**src/rtl/fifo_seq_pkg.sv**
```systemverilog
// Shared types and command-word layout for the FIFO read sequencer.
// Pulled in by fifo_read_sequencer and fifo_seq_watchdog.
package fifo_seq_pkg;

  typedef enum logic [2:0] {
    S_IDLE,
    S_RESET,
    S_WAIT,
    S_PULSE,
    S_GAP
  } state_e;

  localparam int CMD_SINGLE    = 0;
  localparam int CMD_BURST     = 1;
  localparam int CMD_LEN_LSB   = 8;
  localparam int CMD_LEN_MSB   = 15;
  localparam int CMD_FIFO_RST  = 16;
  localparam int CMD_CLR_ALARM = 17;

  // A zero length field encodes the maximum burst of 256.
  function automatic logic [8:0] burst_len(input logic [7:0] len);
    return (len == 8'd0) ? 9'd256 : {1'b0, len};
  endfunction

endpackage

```
**src/rtl/fifo_seq_watchdog.sv**
```systemverilog
// WAIT-state timeout counter for the FIFO read sequencer.
// Only built when FIFO_RD_WATCHDOG_EN is defined.
module fifo_seq_watchdog
  import fifo_seq_pkg::*;
#(
  parameter int unsigned TIMEOUT = 255
) (
  input  logic clk,
  input  logic rst,
  input  logic wait_i,
  output logic expired_o
);

  localparam logic [7:0] LAST = 8'(TIMEOUT - 1);

  logic [7:0] cnt_q;
  logic [7:0] cnt_d;

  // Any cycle outside WAIT re-arms the counter for the next entry.
  assign cnt_d = wait_i ? cnt_q + 8'd1 : 8'd0;

  always_ff @(posedge clk or posedge rst) begin
    if (rst) begin
      cnt_q <= 8'd0;
    end else begin
      cnt_q <= cnt_d;
    end
  end

  assign expired_o = wait_i && (cnt_q == LAST);

endmodule

```
**src/rtl/fifo_read_sequencer.sv**
```systemverilog
// Command-driven FIFO read sequencer: single/burst reads and FIFO reset.
// Optional WAIT watchdog enabled by defining FIFO_RD_WATCHDOG_EN.
module fifo_read_sequencer
  import fifo_seq_pkg::*;
#(
  parameter int unsigned GAP_CYCLES = 2,
  parameter int unsigned RST_CYCLES = 4,
  parameter int unsigned TIMEOUT    = 255
) (
  input  logic        clk,
  input  logic        rst,
  input  logic        wr_en,
  input  logic [31:0] wr_data,
  input  logic        fifo_empty,
  input  logic        fifo_full,
  output logic        fifo_rd,
  output logic        fifo_rst,
  output logic        busy,
  output logic        done,
  output logic [15:0] words_read,
  output logic        full_alarm,
  output logic        timeout_alarm,
  output logic        cmd_err
);

  localparam logic [3:0] GAP_LAST = 4'(GAP_CYCLES - 1);
  localparam logic [3:0] RST_LAST = 4'(RST_CYCLES - 1);

  state_e      state_q;
  logic [3:0]  cnt_q;
  logic [8:0]  rem_q;
  logic [15:0] words_q;
  logic        rd_q;
  logic        frst_q;
  logic        done_q;
  logic        full_q, full_d;
  logic        tmo_q, tmo_d;
  logic        err_q, err_d;

  logic        busy_w;
  logic        cmd_rst;
  logic        cmd_clr;
  logic        cmd_rd;
  logic [8:0]  cmd_len;
  logic        wd_expired;
  logic        wd_fire;
  logic        unused_wr_data;

  assign busy_w  = (state_q != S_IDLE);
  assign cmd_rst = wr_en & wr_data[CMD_FIFO_RST];
  assign cmd_clr = wr_en & wr_data[CMD_CLR_ALARM];
  assign cmd_rd  = wr_en & ~wr_data[CMD_FIFO_RST]
                 & (wr_data[CMD_SINGLE] | wr_data[CMD_BURST]);
  assign cmd_len = wr_data[CMD_BURST]
                 ? burst_len(wr_data[CMD_LEN_MSB:CMD_LEN_LSB])
                 : 9'd1;

  assign unused_wr_data = ^{wr_data[31:18], wr_data[7:2]};

`ifdef FIFO_RD_WATCHDOG_EN
  fifo_seq_watchdog #(
    .TIMEOUT(TIMEOUT)
  ) u_wd (
    .clk      (clk),
    .rst      (rst),
    .wait_i   (state_q == S_WAIT),
    .expired_o(wd_expired)
  );
`else
  logic [7:0] unused_timeout;
  assign unused_timeout = 8'(TIMEOUT);
  assign wd_expired     = 1'b0;
`endif

  // A non-empty FIFO takes precedence over an expiring watchdog.
  assign wd_fire = (state_q == S_WAIT) & fifo_empty & wd_expired;

  always_comb begin
    full_d = full_q;
    tmo_d  = tmo_q;
    err_d  = err_q;
    if (cmd_rst || cmd_clr) begin
      full_d = 1'b0;
      tmo_d  = 1'b0;
      err_d  = 1'b0;
    end
    if (fifo_full)               full_d = 1'b1;
    if (wd_fire && !cmd_rst)     tmo_d  = 1'b1;
    if (cmd_rd && busy_w)        err_d  = 1'b1;
  end

  always_ff @(posedge clk or posedge rst) begin
    if (rst) begin
      state_q <= S_IDLE;
      cnt_q   <= 4'd0;
      rem_q   <= 9'd0;
      words_q <= 16'd0;
      rd_q    <= 1'b0;
      frst_q  <= 1'b0;
      done_q  <= 1'b0;
      full_q  <= 1'b0;
      tmo_q   <= 1'b0;
      err_q   <= 1'b0;
    end else begin
      full_q <= full_d;
      tmo_q  <= tmo_d;
      err_q  <= err_d;
      rd_q   <= 1'b0;
      frst_q <= 1'b0;
      done_q <= 1'b0;
      if (cmd_rst) begin
        state_q <= S_RESET;
        cnt_q   <= 4'd0;
        rem_q   <= 9'd0;
        words_q <= 16'd0;
        frst_q  <= 1'b1;
      end else begin
        unique case (state_q)
          S_IDLE: begin
            if (cmd_rd) begin
              rem_q   <= cmd_len;
              state_q <= S_WAIT;
            end
          end
          S_WAIT: begin
            if (!fifo_empty) begin
              rd_q    <= 1'b1;
              state_q <= S_PULSE;
            end else if (wd_fire) begin
              done_q  <= 1'b1;
              state_q <= S_IDLE;
            end
          end
          S_PULSE: begin
            rem_q   <= rem_q - 9'd1;
            cnt_q   <= 4'd0;
            state_q <= S_GAP;
            if (words_q != 16'hFFFF) words_q <= words_q + 16'd1;
          end
          S_GAP: begin
            if (cnt_q == GAP_LAST) begin
              cnt_q <= 4'd0;
              if (rem_q == 9'd0) begin
                done_q  <= 1'b1;
                state_q <= S_IDLE;
              end else begin
                state_q <= S_WAIT;
              end
            end else begin
              cnt_q <= cnt_q + 4'd1;
            end
          end
          S_RESET: begin
            if (cnt_q == RST_LAST) begin
              cnt_q   <= 4'd0;
              state_q <= S_IDLE;
            end else begin
              cnt_q  <= cnt_q + 4'd1;
              frst_q <= 1'b1;
            end
          end
          default: state_q <= S_IDLE;
        endcase
      end
    end
  end

  assign fifo_rd       = rd_q;
  assign fifo_rst      = frst_q;
  assign busy          = busy_w;
  assign done          = done_q;
  assign words_read    = words_q;
  assign full_alarm    = full_q;
  assign timeout_alarm = tmo_q;
  assign cmd_err       = err_q;

endmodule

```
**config.mk**
```make
export PLATFORM = sky130hd
export DESIGN_NAME = fifo_read_sequencer
export DESIGN_NICKNAME = d
export VERILOG_FILES = /design/src/rtl/fifo_seq_pkg.sv /design/src/rtl/fifo_seq_watchdog.sv /design/src/rtl/fifo_read_sequencer.sv
export SDC_FILE = /design/constraint.sdc
export NUM_CORES = 1
export LEC_CHECK = 0
export ABC_AREA = 1
export ABC_CLOCK_PERIOD_IN_PS = 1970
export BUFFER_PORTS_ARGS = -buffer_cell sky130_fd_sc_hd__buf_2
export CORE_MARGIN = 4
export CORE_UTILIZATION = 55
export CTS_BUF_LIST = sky130_fd_sc_hd__clkbuf_8
export DETAILED_ROUTE_END_ITERATION = 8
export GPL_TIMING_DRIVEN = 0
export PLACE_DENSITY = 0.87
export SLEW_MARGIN = 20
export SYNTH_ARGS = -nofsm -noshare
export SYNTH_HDL_FRONTEND = slang
export SYNTH_SLANG_ARGS = --single-unit
```
**constraint.sdc**
```tcl
create_clock -name clk -period 1.97 [get_ports clk]
set_clock_uncertainty 0.1 [all_clocks]
set_input_delay 0.0985 -clock clk [delete_from_list [all_inputs] [get_ports clk]]
set_output_delay 0.0985 -clock clk [all_outputs]
set_load 0.01 [all_outputs]
```
# ---- Word level (Yosys, flattened, before mapping)
# Index checks and enable logic that the tools add are counted.
dict set report classes {
  n_addsub 3
  multipliers 0
  div_mod_pow 0
  n_lt_le_gt_ge 0
  n_eq_ne 11
  shift 0
  mux 32
  bitwise_logic 6
  reduce_logical 15
}
# cell n
set op_table {}
lappend op_table {{$mux W16} 3}
lappend op_table {{$mux W9} 4}
lappend op_table {{$pmux W9 S2} 1}
lappend op_table {{$add A16 B1 Y16 const B} 1}
lappend op_table {{$ne A16 B16 Y1 const B} 1}
lappend op_table {{$mux W3} 5}
lappend op_table {{$pmux W3 S5} 1}
lappend op_table {{$mux W1} 13}
lappend op_table {{$mux W4} 3}
lappend op_table {{$ne A3 B3 Y1 const B} 4}
lappend op_table {{$pmux W4 S3} 1}
lappend op_table {{$logic_not A9 Y1} 1}
lappend op_table {{$sub A9 B1 Y9 const B} 1}
lappend op_table {{$logic_not A8 Y1} 1}
lappend op_table {{$reduce_bool A2 Y1} 4}
lappend op_table {{$eq A3 B2 Y1 const B} 2}
lappend op_table {{$reduce_bool A3 Y1} 2}
lappend op_table {{$add A4 B1 Y4 const B} 1}
lappend op_table {{$and A1 B1 Y1} 4}
lappend op_table {{$eq A4 B1 Y1 const B} 1}
lappend op_table {{$eq A4 B2 Y1 const B} 1}
lappend op_table {{$reduce_and A2 Y1} 2}
lappend op_table {{$reduce_and A4 Y1} 1}
lappend op_table {{$reduce_bool A4 Y1} 1}
lappend op_table {{8 further kinds} 8}
dict set report word_totals {
  regBits 37
  latch_bits 0
  ram_bits 0
  romBits 0
  in_bits 37
  output_inout_bits 23
  mem_count 0
}

# ---- Depth between registers and ports, before layout
# Gate-level depths: netlist of the first run.
dict set report logic_depth {
  depth_word 6
  ltp_mapped 10
  depth_no_buf 10
}

# ---- Least setup slack after synthesis of the first run
# No wires, ideal clock.
dict set report synth_timing {
  path_type {register to register}
  from {reg words_q[0], in the netlist words_read[0]}
  to {reg words_q[2], in the netlist words_read[2]}
  setup_time_ns 0.074
  t_arrival_ns 1.528
  required_time_ns 1.796
  setup_slack_ns 0.268
  path_stages_with_launch 11
  n_path_buf 1
  synth_period_minus_slack_ns 1.702
  path_cell_list {dfrtp_1 ha_1 nand2_2 nor2_4 nand2_2 nor2_4 nand3_4 nand2_8 buf_8 nand2_1 o21ai_2}
}
dict set report synth_between {
  elab_chain_len 4
  word_cells_on_any_way 7
  cone_classes {add/sub (1); eq/ne (1); mux (3); reduce/logical (2)}
}
# item line
set synth_lines {}
lappend synth_lines {{start: declaration} fifo_read_sequencer.sv:32} ;# logic [15:0] words_q;
lappend synth_lines {{start signal: assignment} fifo_read_sequencer.sv:138} ;# if (words_q != 16'hFFFF) words_q <= words_q + 16'd1;
lappend synth_lines {{$add A16 B1 Y16} fifo_read_sequencer.sv:138}
lappend synth_lines {{$mux W16} fifo_read_sequencer.sv:138}
lappend synth_lines {{$mux W16} fifo_read_sequencer.sv:118} ;# unique case (state_q)
lappend synth_lines {{$mux W16} fifo_read_sequencer.sv:111} ;# if (cmd_rst) begin
# Parallel ways exist; a longest one is shown, timed or not. The select of a mux whose other input is x is not followed.
# A chain may end at the register's enable or synchronous reset.

# ---- Worst setup path in the final report of the first run
dict set report layout_timing {
  from {reg words_q[0], in the netlist words_read[0]}
  to {reg words_q[5], in the netlist words_read[5]}
}
# The elaborated chain is that of the path after synthesis.

==> impl_metrics.toml, run 1 <==
[outcome]
status = "completed"

[sta]
period_minus_slack_ns = 1.82
finalCritPeriodShare_pct = 92.4
setup_violations = 0
rsz0062_at_grt = "no"
final_hold_viol_count = 0
slew-limit-headroom_pct = 48.1
max_freq_mhz = 549
drv_slew = 0
finalSetupTns_ns = 0
worstMarginPinSlew_ns = 0.777
hold_slack_ns = 0.0343

[global_routing]
grt_first_pass_wirelength_um = 10000
grt_pass1_vias = 2273
track_usage_pct = 23.5
antenna_found_initial = 0
grt_max_degree = 38
grt_overflow_total = 0

[floorplan]
die-area_um2 = 5490
start_util_pct = 58.4
core_area_um2 = 4120
io_pins = 60
die_w_um = 74.1
fp.dieH_um = 74.1
row_count = 23

[final_layout]
layout_common_cells = "100 x nand2_1, 44 x nand3_1, 37 x inv_1, 37 x dfrtp_1, 37 x buf_2"
final_cells = 435
drive_gt1_share_pct = 19.7
multi_input_area_um2 = 1270
nets = 425
diodes = 0
layout_commonest_cell = "nand2_1"
fillers = 363
final_util_pct = 68.3
final-seq-area_um2 = 926
area_delta_synth_final_pct = 16.9

[setup_path]
crit_path_end_kind = "register"
critPathArrivalTime_ns = 1.95
crit_path_start = "words_read[0]"
timing.rr.start = "words_read[0]"
critPathKind = "register to register"
timing.critical_path.fanout_max = 10
cp-start-kind = "register"
crit_required_ns = 2.10

[pwr]
pwr-share-seq_pct = 35.8
internal-power_w = 0.00180
comb_power_share_pct = 43.3
p_leak_nw = 1.44
p_total_w = 0.00319
p_per_area_nw_per_um2 = 1140
switchingPower_w = 0.00139
clkPwrFrac_pct = 21.0
swShare_pct = 43.6
peakVddDrop_mv = 0.609

[run]
maxCapViolCount = 0

[drt]
drc = 0
vias = 2342
ant_nets = 0
drt_iter0_markers = 242
viasPerCell = 5.38
wl_per_cell_um = 13.1
dr.pass1.iters = 5
drt_wl_total_um = 5700

[clock_network]
clockRootBuffer = "clkbuf_8"
cts_buffer_depth = 2
cts.sinks = 37
worstSkewPairLatency_ns = 0.30
cts_made_buffers = 5
clkTransAtPathRegs_ns = 0.08
htreeDepth = 2
tritoncts = "done"

[place]
port_buffers = 37
place_hpwl_um = 4260
place_congestion = 0.941
dp_cells = 423

[yosys]
synth.distinct_cells = 33
synth_area_um2 = 2400
synth_nets = 377
synth_cells = 336
synth-warning-count = 0
yosysSeqAreaShare_pct = 38.5
synth_seq_cells = 37
avgSynthCellArea_um2 = 7.15

[worst_hold_path]
min_from = "wr_data[17]"
hold_path.class = "input port to register"
[cell usage after synthesis]
cell type | instances | area [µm²]
ha_1 | 4 | 50.1
nor4_1 | 1 | 6.26
nor3_1 | 2 | 10.0
o21ai_0 | 23 | 115
clkbuf_2 | 1 | 5.00
nand2_2 | 4 | 25.0
buf_4 | 1 | 7.51
nor2_1 | 34 | 128
o21ai_2 | 8 | 70.1
nand2_1 | 100 | 375
dfrtp_1 | 37 | 926
nor3_2 | 1 | 10.0
o22ai_1 | 3 | 18.8
o31ai_1 | 1 | 7.51
nand3b_1 | 1 | 7.51
o21bai_1 | 1 | 7.51
a21oi_1 | 3 | 15.0
nor2_2 | 1 | 6.26
nand4_1 | 6 | 37.5
buf_12 | 1 | 20.0
buf_8 | 1 | 15.0
or2_2 | 1 | 6.26
nor2_4 | 3 | 33.8
a31o_2 | 1 | 8.76
inv_2 | 2 | 7.51
nand3_2 | 1 | 10.0
nand3_1 | 44 | 220
xor2_1 | 7 | 61.3
nand2_8 | 1 | 20.0
clkbuf_1 | 2 | 7.51
conb_1 | 1 | 3.75
inv_1 | 38 | 143
nand3_4 | 1 | 17.5
[state kept, by name, indices dropped and copies added (netlist names)]
signal,cells
done,1
full_alarm,1
fifo_rst,1
cnt_q,4
words_read,16
cmd_err,1
state_q,3
rem_q,9
fifo_rd,1
[logic make-up after synthesis]
logic type / synth area share (%)
and+or+nand+nor: 38.0
AOI/OAI and AO/OA: 10.1
DFF: 38.5
xor gates and xnor gates: 2.55
other: 0.156
adders and majority gates: 2.08
buffers and inverters: 8.54
[repair_timing]
item,4_1_cts,5_1_grt
hold buffers,4,0
endpoints found under the hold margin,40,0
endpoints found under the setup margin,0,16
resized for setup,0,3
setup buffers,0,0
[area by class of cell]
class                      instances  area share, %
clock buffer                       5           2.45
timing repair buffer              41           8.02
sequential                        37           33.0
buffer                             6           2.00
tap                               50           2.23
inverter                          40           5.35
clock inverter                     3           1.65
multi-input combinational        253           45.3
[metrics by stage]
| stage | setup slack (ns) | instance area (µm²) |
|---|---|---|
| after global placement | 0.171 | 2650 |
| after detailed placement | 0.125 | 2650 |
| final | 0.150 | 2810 |
| after floorplan | 0.268 | 2400 |
| after global routing | 0.0107 | 2810 |
| after CTS | 0.0470 | 2810 |
[worst max-delay path, stage by stage (launching register included)]
cell	delay [ns]
dfrtp_1	0.47
ha_2	0.27
nand2_2	0.09
nor2_4	0.12
nand2_2	0.10
nor2_4	0.11
nand3_4	0.11
nand2_8	0.13
buf_8	0.14
nand2_1	0.06
o21ai_2	0.06
[layer usage]
metal	global-route usage (%)	wire length (µm)
met5	0	0
met4	8.85	96
met3	5.81	328
met2	39.1	2750
met1	29.4	2530
[path summary, 6_finish.rpt]
path | to | slack [ns] | cells past startpoint
max | words_read[5] | 0.15 | 10
min reg2reg | rem_q[2] | 0.39 | 2
max in group asynchronous | words_read[13] | 0.88 | 3
max reg2reg | words_read[5] | 0.15 | 10
min | cmd_err | 0.03 | 4
min in group asynchronous | cnt_q[2] | 0.39 | 3
[power groups by stage]
stage                     combinational, W  clock, W  sequential [W]
after CTS                          0.00137  0.000684         0.00113
after global placement             0.00129         0         0.00114
after global routing               0.00158  0.000723         0.00117
after detailed placement           0.00135         0         0.00115
final                              0.00138  0.000670         0.00114
after floorplan                   0.000972         0         0.00114
No activity file was read; power rests on OpenSTA's default activity.
==> inputs of run 2 (changes only) <==
--- a/config.mk
+++ b/config.mk
@@ -14,6 +14,7 @@
 export DETAILED_ROUTE_END_ITERATION = 8
 export GPL_TIMING_DRIVEN = 0
 export PLACE_DENSITY = 0.87
+export RECOVER_POWER = 25
 export SLEW_MARGIN = 20
 export SYNTH_ARGS = -nofsm -noshare
 export SYNTH_HDL_FRONTEND = slang
==> run 2 against run 1 <==
First-iteration DRC count decreased by 8.3%. Core utilization decreased by 0.61 points. Register-to-register slack hardly changed. Via count up 1.4%. Sequential share of layout area grew 0.30 points. Non-clock buffer count stayed put. Worst setup slack lost 0.0026 ns. Hold slack hardly changed. Cell count unchanged. Design area down 0.89%.
==> impl_metrics.toml, run 2 (synthesized netlist as in run 1, its figures left out) <==
[global_routing]
antenna_found_initial = 0
grt-busiest-layer = "met2"
gr-usage-met2_pct = 39.1
grt_overflow_total = 0
grt_pass1_vias = 2273
met3_usage_pct = 5.81
grt_first_pass_wirelength_um = 10000
track_usage_pct = 23.5
grt_max_degree = 38
gr-usage-met1_pct = 29.4

[clock_network]
post-cts-setup-buffer-count = 0
worstSkewPairLatency_ns = 0.30
cts_made_buffers = 5
tritoncts = "done"
clockRootBuffer = "clkbuf_8"
cts_buffer_depth = 2
htreeDepth = 2
cts.sinks = 37
clkTransAtPathRegs_ns = 0.08

[pwr]
peakVddDrop_mv = 0.627
pwr-share-seq_pct = 35.9
p_per_area_nw_per_um2 = 1140
swShare_pct = 44.0
p_leak_nw = 1.36
switchingPower_w = 0.00140
comb_power_share_pct = 43.0
internal-power_w = 0.00179
clkPwrFrac_pct = 21.1

[sta]
final_hold_viol_count = 0
finalCritPeriodShare_pct = 92.5
rsz0062_at_grt = "no"
setup_violations = 0
worst_slack_ns = 0.147
period_minus_slack_ns = 1.82
drv_slew = 0
worstMarginPinSlew_ns = 0.774
finalSetupTns_ns = 0
max_freq_mhz = 549
slew-limit-headroom_pct = 48.3

[setup_path]
timing.critical_path.fanout_max = 10
crit_path_end_kind = "register"
critPathArrivalTime_ns = 1.95
critPathKind = "register to register"
cp-start-kind = "register"
r2r_slack_ns = 0.15
crit_required_ns = 2.10

[place]
place_congestion = 0.941
place_hpwl_um = 4260
dp_slack_ns = 0.125
port_buffers = 37
dp_cells = 423

[final_layout]
drive_gt1_share_pct = 14.5
layout_commonest_cell = "nand2_1"
final_cells = 435
nets = 425
diodes = 0
layout_common_cells = "100 x nand2_1, 44 x nand3_1, 37 x inv_1, 37 x dfrtp_1, 34 x nor2_1"
area_delta_synth_final_pct = 15.9
largest_reg_flops = 16

[run]
maxCapViolCount = 0

[floorplan]
die_w_um = 74.1
io_pins = 60
row_count = 23
start_util_pct = 58.4
core_area_um2 = 4120
fp.dieH_um = 74.1
die-area_um2 = 5490

[drt]
viasPerCell = 5.46
drt_wl_total_um = 5750
vias = 2375
wl_per_cell_um = 13.2
ant_nets = 0
drc = 0
dr.pass1.iters = 5
drt_iter0_markers = 222

[outcome]
status = "completed"

[worst_hold_path]
hold_path.class = "input port to register"
-- run 2: cell count changes in the layout (fill, tap and decap cells not counted) --
cell      previous run  this run
buf_2               37        17
clkbuf_1             1        21
-- run 2: final timing paths --
path | start | endpoint | depth (start not counted)
worst max-delay path | words_read[0] | words_read[5] | 10
worst min-delay path | wr_data[17] | cmd_err | 4
worst max register to register | words_read[0] | words_read[5] | 10
worst min register to register | rem_q[2] | rem_q[2] | 2
max in group asynchronous | rst | words_read[13] | 3
min in group asynchronous | rst | cnt_q[2] | 3
-- run 2: through the flow --
step	total power (W)	hold WS [ns]	cell area (µm²)	util [%]
floorplan	0.00212	0.0718	2400	-
global placement	0.00244	0.198	2650	64.4
detailed placement	0.00250	0.188	2650	64.4
CTS	0.00319	0.0327	2810	68.2
global route	0.00346	0.0659	2780	67.6
finish	0.00319	0.0345	2780	67.6
-- run 2: critical path: stages, from the launching register on --
cell	delay (ns)
dfrtp_1	0.48
ha_2	0.27
nand2_2	0.09
nor2_4	0.12
nand2_2	0.10
nor2_4	0.11
nand3_4	0.11
nand2_8	0.13
buf_8	0.14
nand2_1	0.06
o21ai_2	0.06
-- run 2: cell type report --
class                      instances  area (µm²)
inverter                          40         150
clock buffer                       5        68.8
multi-input combinational        253        1270
sequential                        37         926
timing repair buffer              41         200
fill                             374        1330
tap                               50        62.6
clock inverter                     3        46.3
buffer                             6        56.3
-- run 2: power groups by stage --
stage	Clock [W]	Combinational, W	Sequential [W]
2_1_floorplan	0	0.000972	0.00114
6_report	0.000672	0.00137	0.00114
5_1_grt	0.000723	0.00157	0.00117
3_3_place_gp	0	0.00129	0.00114
3_5_place_dp	0	0.00135	0.00115
4_1_cts	0.000684	0.00137	0.00113
-- run 2: what timing repair did --
item | 4_1_cts | 5_1_grt
resized for setup | 0 | 3
endpoints found under the hold margin | 40 | 0
hold buffers | 4 | 0
setup endpoints to repair | 0 | 16
-- run 2: layer usage --
layer	up-vias	wire, µm
li1	1185	-
met1	1099	2490
met2	76	2780
met3	15	373
met4	0	103
met5	-	0
==> inputs of run 3 (changes only) <==
--- a/config.mk
+++ b/config.mk
@@ -13,7 +13,7 @@
 export CTS_BUF_LIST = sky130_fd_sc_hd__clkbuf_8
 export DETAILED_ROUTE_END_ITERATION = 8
 export GPL_TIMING_DRIVEN = 0
-export PLACE_DENSITY = 0.87
+export PLACE_DENSITY = 0.81
 export RECOVER_POWER = 25
 export SLEW_MARGIN = 20
 export SYNTH_ARGS = -nofsm -noshare
==> run 3 against run 2 <==
Via count fell by 1.7%. Highest routed layer unchanged. Die area did not move. Critical path depth did not move. Core utilization rose by 1.2 points. Total power rose by 2.7%. Cell count rose by 0.23%. Critical endpoint is now words_read[2].
==> impl_metrics.toml, run 3 (synthesized netlist as in run 1, its figures left out) <==
[floorplan]
fp.dieH_um = 74.1
die_w_um = 74.1
die-area_um2 = 5490
row_count = 23
io_pins = 60
start_util_pct = 58.4
core_area_um2 = 4120

[clock_network]
tritoncts = "done"
clockRootBuffer = "clkbuf_8"
cts_buffer_depth = 2
htreeDepth = 2
worstSkewPairLatency_ns = 0.29
cts.sinks = 37
clkTransAtPathRegs_ns = 0.08
cts_made_buffers = 5

[setup_path]
r2r_end = "words_read[2]"
crit_path_end_kind = "register"
critPathArrivalTime_ns = 1.97
timing.rr.start = "words_read[0]"
critPathKind = "register to register"
r2r_slack_ns = 0.13
cp-endpoint = "words_read[2]"
crit_path_start = "words_read[0]"
reg2reg_depth = 10
cp-start-kind = "register"
crit_required_ns = 2.10
timing.critical_path.fanout_max = 10

[pwr]
peakVddDrop_mv = 0.731
p_leak_nw = 1.46
p_total_w = 0.00327
p_per_area_nw_per_um2 = 1160

[final_layout]
area_delta_synth_final_pct = 17.9
layout_common_cells = "100 x nand2_1, 44 x nand3_1, 38 x inv_1"
layout_commonest_cell = "nand2_1"
fin_area_um2 = 2830
diodes = 0
drive_gt1_share_pct = 19.4
final_cells = 436
multi_input_area_um2 = 1270
final-seq-area_um2 = 926
final_util_pct = 68.8
largest_reg_flops = 16
nets = 426
fillers = 359

[global_routing]
antenna_found_initial = 0
grt_max_degree = 27
grt_overflow_total = 0
track_usage_pct = 21.3
grt_pass1_vias = 2186
grt_first_pass_wirelength_um = 9240

[sta]
drv_slew = 0
worstMarginPinSlew_ns = 0.662
rsz0062_at_grt = "no"
slew-limit-headroom_pct = 55.9
finalCritPeriodShare_pct = 93.3
final_hold_viol_count = 0
period_minus_slack_ns = 1.84
setup_violations = 0
max_freq_mhz = 544
finalSetupTns_ns = 0

[worst_hold_path]
hold_path.class = "input port to register"

[drt]
viasPerCell = 5.35
ant_nets = 0
drt_iter0_markers = 147
dr.pass1.iters = 5
drt_wl_total_um = 5450
vias = 2334
met2_length_um = 2530
top_layer = "met4"
wl_met3_um = 321
wl_per_cell_um = 12.5
wl_met1_um = 2540
drc = 0

[place]
port_buffers = 37
place_hpwl_um = 4140
place_congestion = 0.946
placed_cell_area_um2 = 2670
dp_cells = 424

[run]
maxCapViolCount = 0

[outcome]
status = "completed"
==> run 3: changes by cell type in the layout (fill, tap and decap cells not counted), sizes merged <==
cell      delta
clkbuf      -19
bufinv       +1
buf         +20
clkinvlp     -1
==> run 3: metal layers <==
| metal | track usage [%] | up-vias |
|---|---|---|
| met4 | 7.65 | 0 |
| met2 | 36.3 | 62 |
| li1 | - | 1180 |
| met5 | 0 | - |
| met3 | 3.78 | 7 |
| met1 | 27.0 | 1085 |
==> run 3: worst min-delay path by stage <==
stage,cells after the start,to,from
2_1_floorplan,1,fifo_rd,fifo_empty
3_3_place_gp,2,full_alarm,fifo_full
3_5_place_dp,2,words_read[4],rst
4_1_cts,4,cmd_err,wr_data[17]
5_1_grt,4,cmd_err,wr_data[17]
6_report,4,cmd_err,wr_data[17]
==> run 3: through the flow <==
step	worst slack, ns	hold WS [ns]
2_1_floorplan	0.268	0.0718
3_3_place_gp	0.165	0.198
3_5_place_dp	0.140	-0.0502
4_1_cts	0.0982	0.0172
5_1_grt	0.00398	0.0567
6_report	0.132	0.0267
==> run 3: final cells by class <==
class | instances | area share [%]
plain buffers | 6 | 1.94
clock buffers | 5 | 2.43
inverters | 40 | 5.30
multi-input cells | 253 | 45.0
flip-flops and latches | 37 | 32.7
repair buffers | 42 | 8.13
clock inverters | 3 | 2.30
well taps | 50 | 2.21
==> run 3: repair_timing <==
item | in CTS | in global routing
hold buffers | 4 | 0
gates resized for setup | 0 | 1
endpoints found under the hold margin | 41 | 0
setup buffers | 0 | 0
setup endpoints to repair | 0 | 9
==> run 3: power breakdown <==
group	internal, W	leakage (nW)	switching, W	total [W]
clock network	0.000503	0.0681	0.000288	0.000791
logic	0.000469	0.891	0.000871	0.00134
registers	0.000955	0.496	0.000187	0.00114
total	0.00193	1.45	0.00135	0.00327
==> run 3: worst max-delay path, cell delays in order, from the launching register on <==
cell,delay (ns)
dfrtp_1,0.47
ha_2,0.28
nand2_2,0.09
nor2_4,0.12
nand2_2,0.10
nor2_4,0.11
nand3_4,0.11
nand2_8,0.13
buf_8,0.14
nand2_1,0.06
o21ai_2,0.06
